**src/rtl/voice_alloc_pkg.sv**
```systemverilog
// Shared types and constants for the voice allocator: FSM states, commit actions, note width.
package voice_alloc_pkg;

    localparam int NOTE_BITS = 8;

    typedef enum logic [1:0] {
        ST_IDLE   = 2'd0,
        ST_SCAN   = 2'd1,
        ST_GAP    = 2'd2,
        ST_COMMIT = 2'd3
    } state_e;

    typedef enum logic [1:0] {
        ACT_NONE = 2'd0,
        ACT_ON   = 2'd1,
        ACT_OFF  = 2'd2,
        ACT_DROP = 2'd3
    } act_e;

endpackage

```
**src/rtl/voice_slot.sv**
```systemverilog
// One voice slot: note, gate and saturating age registers with load / clear / age-increment commands.
module voice_slot
    import voice_alloc_pkg::*;
#(
    parameter int AGE_BITS = 8
) (
    input  logic                 clk,
    input  logic                 rst,
    input  logic                 load_i,
    input  logic                 clr_i,
    input  logic                 age_inc_i,
    input  logic [NOTE_BITS-1:0] note_i,
    output logic [NOTE_BITS-1:0] note_o,
    output logic                 gate_o,
    output logic [AGE_BITS-1:0]  age_o
);

    logic [NOTE_BITS-1:0] note_q, note_d;
    logic                 gate_q, gate_d;
    logic [AGE_BITS-1:0]  age_q, age_d;

    // Ungated slots ignore age increments so their age stays frozen.
    always_comb begin
        note_d = note_q;
        gate_d = gate_q;
        age_d  = age_q;
        if (load_i) begin
            note_d = note_i;
            gate_d = 1'b1;
            age_d  = '0;
        end else if (clr_i) begin
            gate_d = 1'b0;
        end else if (age_inc_i && gate_q && (age_q != '1)) begin
            age_d = age_q + 1'b1;
        end
    end

    always_ff @(posedge clk) begin
        if (rst) begin
            note_q <= '0;
            gate_q <= 1'b0;
            age_q  <= '0;
        end else begin
            note_q <= note_d;
            gate_q <= gate_d;
            age_q  <= age_d;
        end
    end

    assign note_o = note_q;
    assign gate_o = gate_q;
    assign age_o  = age_q;

endmodule

```
**src/rtl/voice_allocator.sv**
```systemverilog
// Polyphonic voice allocator: sequential slot scan, retrigger gap, commit. Full-pool note-ons steal
// the oldest voice when VOICE_STEAL_EN is defined, otherwise they are dropped with a pulse.
module voice_allocator
    import voice_alloc_pkg::*;
#(
    parameter int NUM_VOICES = 4,
    parameter int AGE_BITS   = 8
) (
    input  logic                            clk,
    input  logic                            rst,
    input  logic                            ev_valid,
    output logic                            ev_ready,
    input  logic                            ev_note_on,
    input  logic [NOTE_BITS-1:0]            ev_note,
    output logic [NUM_VOICES*NOTE_BITS-1:0] voice_note,
    output logic [NUM_VOICES-1:0]           voice_gate,
    output logic                            dropped,
    output state_e                          dbg_state,
    output logic [NUM_VOICES*AGE_BITS-1:0]  dbg_age
);

    localparam int IDX_W = $clog2(NUM_VOICES);
    localparam logic [IDX_W-1:0] LAST_IDX = IDX_W'(NUM_VOICES - 1);

    // Handshake: an event transfers on a rising edge where ev_valid && ev_ready; ev_ready is high
    // only in IDLE, so the offered fields are latched exactly once per accepted event.
    state_e               state_q, state_d;
    act_e                 act_q, act_d;
    logic [IDX_W-1:0]     scan_idx_q, scan_idx_d;
    logic                 ev_on_q, ev_on_d;
    logic [NOTE_BITS-1:0] ev_note_q, ev_note_d;
    logic                 match_vld_q, match_vld_d;
    logic [IDX_W-1:0]     match_idx_q, match_idx_d;
    logic                 free_vld_q, free_vld_d;
    logic [IDX_W-1:0]     free_idx_q, free_idx_d;
    logic                 old_vld_q, old_vld_d;
    logic [IDX_W-1:0]     old_idx_q, old_idx_d;
    logic [AGE_BITS-1:0]  old_age_q, old_age_d;
    logic [IDX_W-1:0]     tgt_idx_q, tgt_idx_d;
    logic                 gap_req;

    logic [NOTE_BITS-1:0]            slot_note [NUM_VOICES];
    logic [AGE_BITS-1:0]             slot_age  [NUM_VOICES];
    logic [NUM_VOICES-1:0]           gate_w;
    logic [NUM_VOICES*NOTE_BITS-1:0] note_w;
    logic [NUM_VOICES*AGE_BITS-1:0]  age_w;
    logic [NUM_VOICES-1:0]           load_w, clr_w, inc_w;

    logic                 cur_gate;
    logic [NOTE_BITS-1:0] cur_note;
    logic [AGE_BITS-1:0]  cur_age;

    assign cur_gate = gate_w[scan_idx_q];
    assign cur_note = slot_note[scan_idx_q];
    assign cur_age  = slot_age[scan_idx_q];

    always_comb begin
        state_d     = state_q;
        act_d       = act_q;
        scan_idx_d  = scan_idx_q;
        ev_on_d     = ev_on_q;
        ev_note_d   = ev_note_q;
        match_vld_d = match_vld_q;
        match_idx_d = match_idx_q;
        free_vld_d  = free_vld_q;
        free_idx_d  = free_idx_q;
        old_vld_d   = old_vld_q;
        old_idx_d   = old_idx_q;
        old_age_d   = old_age_q;
        tgt_idx_d   = tgt_idx_q;
        gap_req     = 1'b0;
        case (state_q)
            ST_IDLE: begin
                if (ev_valid) begin
                    state_d     = ST_SCAN;
                    act_d       = ACT_NONE;
                    scan_idx_d  = '0;
                    ev_on_d     = ev_note_on;
                    ev_note_d   = ev_note;
                    match_vld_d = 1'b0;
                    free_vld_d  = 1'b0;
                    old_vld_d   = 1'b0;
                    old_age_d   = '0;
                end
            end
            ST_SCAN: begin
                if (cur_gate && (cur_note == ev_note_q) && !match_vld_q) begin
                    match_vld_d = 1'b1;
                    match_idx_d = scan_idx_q;
                end
                if (!cur_gate && !free_vld_q) begin
                    free_vld_d = 1'b1;
                    free_idx_d = scan_idx_q;
                end
                // Strict compare keeps the lowest index on equal ages.
                if (cur_gate && (!old_vld_q || (cur_age > old_age_q))) begin
                    old_vld_d = 1'b1;
                    old_idx_d = scan_idx_q;
                    old_age_d = cur_age;
                end
                if (scan_idx_q == LAST_IDX) begin
                    if (!ev_note_q[NOTE_BITS-1]) begin
                        if (ev_on_q) begin
                            if (match_vld_d) begin
                                tgt_idx_d = match_idx_d;
                                act_d     = ACT_ON;
                                gap_req   = 1'b1;
                            end else if (free_vld_d) begin
                                tgt_idx_d = free_idx_d;
                                act_d     = ACT_ON;
                            end else begin
                                tgt_idx_d = old_idx_d;
`ifdef VOICE_STEAL_EN
                                act_d     = ACT_ON;
                                gap_req   = 1'b1;
`else
                                act_d     = ACT_DROP;
`endif
                            end
                        end else if (match_vld_d) begin
                            tgt_idx_d = match_idx_d;
                            act_d     = ACT_OFF;
                        end
                    end
                    state_d = gap_req ? ST_GAP : ST_COMMIT;
                end else begin
                    scan_idx_d = scan_idx_q + 1'b1;
                end
            end
            ST_GAP:    state_d = ST_COMMIT;
            ST_COMMIT: state_d = ST_IDLE;
            default:   state_d = ST_IDLE;
        endcase
    end

    always_ff @(posedge clk) begin
        if (rst) begin
            state_q     <= ST_IDLE;
            act_q       <= ACT_NONE;
            scan_idx_q  <= '0;
            ev_on_q     <= 1'b0;
            ev_note_q   <= '0;
            match_vld_q <= 1'b0;
            match_idx_q <= '0;
            free_vld_q  <= 1'b0;
            free_idx_q  <= '0;
            old_vld_q   <= 1'b0;
            old_idx_q   <= '0;
            old_age_q   <= '0;
            tgt_idx_q   <= '0;
        end else begin
            state_q     <= state_d;
            act_q       <= act_d;
            scan_idx_q  <= scan_idx_d;
            ev_on_q     <= ev_on_d;
            ev_note_q   <= ev_note_d;
            match_vld_q <= match_vld_d;
            match_idx_q <= match_idx_d;
            free_vld_q  <= free_vld_d;
            free_idx_q  <= free_idx_d;
            old_vld_q   <= old_vld_d;
            old_idx_q   <= old_idx_d;
            old_age_q   <= old_age_d;
            tgt_idx_q   <= tgt_idx_d;
        end
    end

    // GAP clears the target gate for one cycle; COMMIT then reloads it.
    for (genvar i = 0; i < NUM_VOICES; i++) begin : g_slot
        logic is_tgt;
        assign is_tgt    = (tgt_idx_q == IDX_W'(i));
        assign load_w[i] = (state_q == ST_COMMIT) && (act_q == ACT_ON) && is_tgt;
        assign clr_w[i]  = ((state_q == ST_GAP) && is_tgt) ||
                           ((state_q == ST_COMMIT) && (act_q == ACT_OFF) && is_tgt);
        assign inc_w[i]  = (state_q == ST_COMMIT) && (act_q == ACT_ON) && !is_tgt;

        voice_slot #(
            .AGE_BITS (AGE_BITS)
        ) u_slot (
            .clk       (clk),
            .rst       (rst),
            .load_i    (load_w[i]),
            .clr_i     (clr_w[i]),
            .age_inc_i (inc_w[i]),
            .note_i    (ev_note_q),
            .note_o    (slot_note[i]),
            .gate_o    (gate_w[i]),
            .age_o     (slot_age[i])
        );

        assign note_w[i*NOTE_BITS +: NOTE_BITS] = slot_note[i];
        assign age_w[i*AGE_BITS +: AGE_BITS]    = slot_age[i];
    end

    assign ev_ready   = (state_q == ST_IDLE) && !rst;
    assign dropped    = (state_q == ST_COMMIT) && (act_q == ACT_DROP) && !rst;
    assign voice_gate = rst ? '0 : gate_w;
    assign voice_note = rst ? '0 : note_w;
    assign dbg_state  = state_q;
    assign dbg_age    = age_w;

endmodule
```
**config.mk**
```make
export PLATFORM = sky130hd
export DESIGN_NAME = voice_allocator
export DESIGN_NICKNAME = d
export VERILOG_FILES = /design/src/rtl/voice_alloc_pkg.sv /design/src/rtl/voice_slot.sv /design/src/rtl/voice_allocator.sv
export SDC_FILE = /design/constraint.sdc
export NUM_CORES = 1
export LEC_CHECK = 0
export ABC_AREA = 1
export BUFFER_PORTS_ARGS = -buffer_cell sky130_fd_sc_hd__buf_2
export CAP_MARGIN = 20
export CORE_AREA = 4 4 157 159
export CTS_CLUSTER_DIAMETER = 80
export DETAILED_ROUTE_END_ITERATION = 10
export DIE_AREA = 0 0 161 163
export PLACE_DENSITY_LB_ADDON = 0.05
export SYNTH_ARGS = -nofsm -noshare
export SYNTH_HDL_FRONTEND = slang
export SYNTH_SLANG_ARGS = --single-unit
export TNS_END_PERCENT = 10
```
**constraint.sdc**
```tcl
create_clock -name clk -period 3.4 [get_ports clk]
set_input_delay 0.34 -clock clk [delete_from_list [all_inputs] [get_ports clk]]
set_output_delay 0.34 -clock clk [all_outputs]
set_load 0.01 [all_outputs]
```
Word level (Yosys, flattened, before mapping)
Index checks and enable logic that the tools add are counted.
- input bits: 12
- bits in registers: 102
- word-level logic and storage cells: 186
- magnitude comparators: 3
- muxes and demuxes: 56
- bitwise logic cells: 6
- add/subtract/negate cells: 5
- equality and inequality tests: 21
- reductions and logical operators: 70
- operators with widths (cell ; count):
    8-bit 2-to-1 mux ; 6
    2-bit 2-to-1 mux ; 17
    1-bit logical AND ; 33
    8-bit by 1-bit adder with 8-bit output (second input constant) ; 4
    8-bit binary-select mux with 2-bit select ; 2
    32-bit 2-to-1 mux ; 1
    8-bit != test (second input constant) ; 4
    1-bit 2-to-1 mux ; 21
    8-bit one-hot mux with 2 select lines ; 1
    2-bit equality test (second input constant) ; 7
    2-bit AND reduction ; 7
    2-bit nonzero test ; 6
    2-bit != test (second input constant) ; 5
    1-bit logical NOT ; 9
    8-bit equality test ; 1
    8-bit greater-than comparator ; 1
    2-bit one-hot mux with 2 select lines ; 2
    2-bit one-hot mux with 4 select lines ; 1
    2-bit OR reduction ; 4
    2-bit by 1-bit equality test with 1-bit output (second input constant) ; 3
    1-bit one-hot mux with 2 select lines ; 3
    3-bit AND reduction ; 2
    1-bit logical OR ; 5
    1-bit inverter ; 5
    other kinds (10) ; 11

Depth between registers and ports, before layout
- depth in word-level cells: 17
- mapped depth: 23
- depth with buffers taken out: 20

Cells and area by module
From an unflattened synthesis, not the netlist that was laid out.
- cell total of the unflattened synthesis: 970
- area total of the unflattened synthesis: 6221.0 µm²
- modules (own cells, without submodules) (module ; times used ; cells an instance ; area an instance (µm²)):
    voice_slot ; 4 ; 114 ; 822.0
    voice_allocator ; 1 ; 514 ; 2932.8

Worst setup path before layout
OpenSTA, ideal clock, no wires.
- path kind: reg-to-reg
- from: register scan_idx_q[1]
- to: register old_age_q[0]
- buffers on the path: 3
- setup slack: 959 ps
- stages on the path, launching flop included: 21
- data required time: 3329 ps
- setup time: 71 ps
- data arrival time: 2370 ps
- period minus slack after synthesis: 2441 ps
- cells stage by stage: dfxtp_1 -> buf_6 -> inv_4 -> buf_6 -> clkbuf_1 -> o21ai_0 -> o22ai_1 -> ha_1 -> inv_1 -> nor2_1 -> o21ai_0 -> nand2_1 -> nand2_1 -> nand2_1 -> nand2_1 -> nand2_1 -> nand2_1 -> nand2_1 -> nand2_1 -> nand2_1 -> a21oi_1
- cells in the longest elaborated chain, start to end: 9
- elaborated cells between the ends (all ways): 13
- classes of those cells: order compare (1); eq/ne (1); mux (7); bitwise (1); reduce/logical (3)
- ends and longest elaborated chain (element ; line ; source):
    start, declared ; voice_allocator.sv:29 ; logic [IDX_W-1:0] scan_idx_q, scan_idx_d;
    start signal, assigned ; voice_allocator.sv:154 ; scan_idx_q <= scan_idx_d;
    2-bit inverter with 3-bit output (not written as such) ; voice_allocator.sv:55 ; assign cur_age = slot_age[scan_idx_q];
    8-bit binary-select mux with 2-bit select ; voice_allocator.sv:55 ;
    8-bit 2-to-1 mux (not written as such) (2 in a row) ; voice_allocator.sv:55 ;
    8-bit greater-than comparator ; voice_allocator.sv:96 ; if (cur_gate && (!old_vld_q || (cur_age > old_age_q))) begin
    1-bit logical OR ; voice_allocator.sv:96 ;
    1-bit logical AND ; voice_allocator.sv:96 ;
    2-bit != test (no line) ; n/a ;
    3-bit AND reduction (no line) ; n/a ;
    end signal, assigned ; voice_allocator.sv:163 ; old_age_q <= old_age_d;
    end, declared ; voice_allocator.sv:38 ; logic [AGE_BITS-1:0] old_age_q, old_age_d;
Several ways; a longest one is shown, not always the timed one. The select of a mux whose other input is x is not followed.
A chain may end at the register's enable or synchronous reset.

Worst setup path after layout
- from: register scan_idx_q[0]
- to: register old_age_q[7]
The elaborated chain is that of the path after synthesis.

==> metrics.md <==
| Metric | Value |
|---|---|
| Hold WS | 265 ps |
| H-tree depth | 3 |
| GRT Util Overall | 0.145 |
| Clk pin slew, worst setup/hold paths | 80 ps |
| CP Launch Type | flip-flop |
| Synth Flop Type | dfxtp_1 |
| Initial antenna violation count | 0 |
| First-pass GRT wire length | 29800 µm |
| Setup ws final | 751 ps |
| PostCTS Resize Cnt | 0 |
| Num rows | 56 |
| I/O pin count | 84 |
| Max FO, Critical Path | 38 |
| Antenna-violating nets left | 0 |
| Area leader, netlist | dfxtp_1 |
| Mapped Area | 5490 µm² |
| Avg Inst Size Synth | 6.78 µm² |
| Combinational family with the most area after synthesis | simple AND/OR/NAND/NOR gates |
| Min Tclk post-route | 2650 ps |
| Max-Cap Viols | 0 |
| Post-Place Worst Slack | 703 ps |
| Post-CTS setup buffers | 0 |
| Via count | 5276 |
| Commonest non-fill, non-tap cell in the layout | nand2_1 |
| Post-synthesis xor/xnor area fraction | 0.00615 |
| Initial drt markers | 223 |
| Crit share post-route | 0.779 |
| Yosys top cell area share | 0.372 |
| WS Path Type | flip-flop to flip-flop |
| CTS Sinks | 102 |
| PD cells | 526 nW/µm² |
| Number of fill cells | 2700 |
| Drt wl/cell | 15.4 µm |
| Port bufs | 83 |
| Drt first pass iters | 4 |
| EDFF count, synth | 0 |
| DRC Markers | 0 |
| Cts bufs inserted | 9 |
| WP data required | 3690 ps |
| Combined area of the multi-input logic cells | 2800 µm² |
| Post-Synth Simple-Gate Area | 0.304 |
| Worst-Skew Late Latency | 360 ps |
| Final global-route overflow total | 0 |
| Setup Viol. Count Final | 0 |
| Post-Synth Adder-Cell Area | 0.0410 |
| Fraction of registers with async set/reset | 0 |
| Root Buffer | clkbuf_16 |
| Worst-Margin Slew | 730 ps |
| Number of global-route vias before repair | 5349 |
| Initial core utilization | 0.236 |
| Sequential cell area | 2040 µm² |
| Status | complete, no violations |
| Routing usage on met1 | 0.179 |
| CP Capture Type | flip-flop |
| Total core area | 23300 µm² |
| Syn nets | 840 |
| Share of post-route cells with drive strength above 1 | 0.167 |
| Ant diodes | 0 |
| Commonest non-fill, non-tap cells in the layout | 175 x nand2_1, 122 x inv_1, 102 x dfxtp_1 |
| Final #Nets | 917 |
| # hold bufs at CTS | 0 |
| Fmax | 377 MHz |
| Met2 GRT Util | 0.262 |
| Unrepaired setup endpoints after global routing | no |
| Die X | 161 µm |
| Dpl hpwl | 14300 µm |
| Synth Instances | 810 |
| Fin. max-slew vios | 0 |
| Flops & latches, synth | 102 |
| Chip height | 163 µm |
| Count of unique library cells instantiated by Yosys | 39 |
| GPL Wtd Cong | 0.760 |
| Area of the die | 26200 µm² |
| Largest net degree at the start of global routing | 39 |
| Post-synthesis sequential area ratio | 0.372 |
| Multiplexer area fraction after synthesis | 0 |
| Routed wire length | 18600 µm |
| Worst endpoint data arrival time | 2940 ps |
| Vias/cell | 4.36 |
| Worst Clk Skew | 11.1 ps |
| Final Hold Vio Count | 0 |
| HP Class | input port to flip-flop |
| Area contributors post-synth | dfxtp_1 37%, nand2_1 12%, inv_1 8.3%, nor2_1 6.3%, a21oi_1 5.4% |
| Longest Clk Path Bufs | 2 |
| Grt peak-use layer | met2 |
| Fin Setup TNS | 0 ps |
| Warnings, synthesis | 0 |
| Compound-Gate Fraction of Synth Area | 0.158 |
| Area grow syn2layout | 18.7% |
| CTS tree | done |
| Met3 Resource Use GR | 0.0289 |
| Peak VDD IR | 0.258 mV |
| Slew Limit Headroom | 0.513 |
| Static leakage | 2.79 nW |
## flip-flops by register name (all words and copies together) (netlist names)
signal,cells
g_slot.u_slot.gate_o,4
act_q,2
g_slot.u_slot.note_o,32
match_vld_q,1
tgt_idx_q,2
match_idx_q,2
free_vld_q,1
old_vld_q,1
scan_idx_q,2
ev_on_q,1
ev_note_q,8
dbg_state,2
old_idx_q,2
old_age_q,8
free_idx_q,2
g_slot.u_slot.age_o,32
## cells in the mapped netlist, types with 4 or more instances
master / count
nand2_1: 175
inv_1: 122
dfxtp_1: 102
nor2_1: 92
a21oi_1: 59
nand3_1: 52
o21ai_0: 44
o22ai_1: 36
ha_1: 18
clkbuf_1: 12
nor3_1: 12
nand3_2: 11
nand4_1: 8
buf_6: 7
inv_2: 6
or2_2: 6
buf_1: 4
nor2_2: 4
o211ai_1: 4
o21a_1: 4
## worst paths after layout
path	cells past startpoint	from	end	slack [ps]
worst max-delay path	17	scan_idx_q[0]	old_age_q[7]	750
worst min-delay path	3	ev_note[7]	ev_note_q[7]	260
worst max register to register	17	scan_idx_q[0]	old_age_q[7]	750
worst min register to register	2	old_age_q[1]	old_age_q[1]	460
## layer usage
layer  routed length, µm  vias to the layer above
li1                    -                     2771
met1                8740                     2424
met2                9170                       70
met3                 539                       11
met4                 183                        0
met5                   0                        -
## layout make-up
cell class / instances / area share
Clock buffer: 9 / 0.0345
Clock inverter: 7 / 0.0111
Inverter: 131 / 0.0762
Multi-Input combinational cell: 551 / 0.430
Sequential cell: 102 / 0.313
Tap cell: 319 / 0.0612
Timing Repair Buffer: 92 / 0.0741
## kinds of logic (layout without fill, tap and decap cells)
kind of cell / Yosys count / count (layout)
buffers and inverters: 157 / 239
flip-flops: 102 / 102
adder cells (fa/ha/maj): 18 / 18
AO/OA/AOI/OAI: 156 / 156
XOR/XNOR: 3 / 3
AND/OR/NAND/NOR: 374 / 374
## report_power, final
group / switching (mW) / internal (mW) / total (mW)
clock network: 0.556 / 0.524 / 1.08
logic: 0.721 / 0.300 / 1.02
registers: 0.0570 / 1.27 / 1.33
## per-stage QoR
step	std cells	area (µm²)	utilization	total power [mW]
finish	1211	6520	0.280	3.43
global route	1211	6520	0.280	3.69
CTS	1211	6520	0.280	3.52
detailed placement	1195	6220	0.267	2.41
global placement	1195	6220	0.267	2.42
floorplan	810	5490	-	2.14
## worst max-delay path, stage by stage, from the launching register on
cell,delay [ps]
dfxtp_1,350
inv_4,310
o21ai_0,140
o22ai_1,270
ha_1,310
inv_1,60
nor2_1,30
o21ai_0,130
nand2_1,60
nand2_1,50
nand2_1,40
nand2_1,50
nand2_1,80
nand2_1,140
nand2_1,70
nand2_1,250
nand2_1,90
a21oi_1,130
Power figures use the tool's default switching activity.
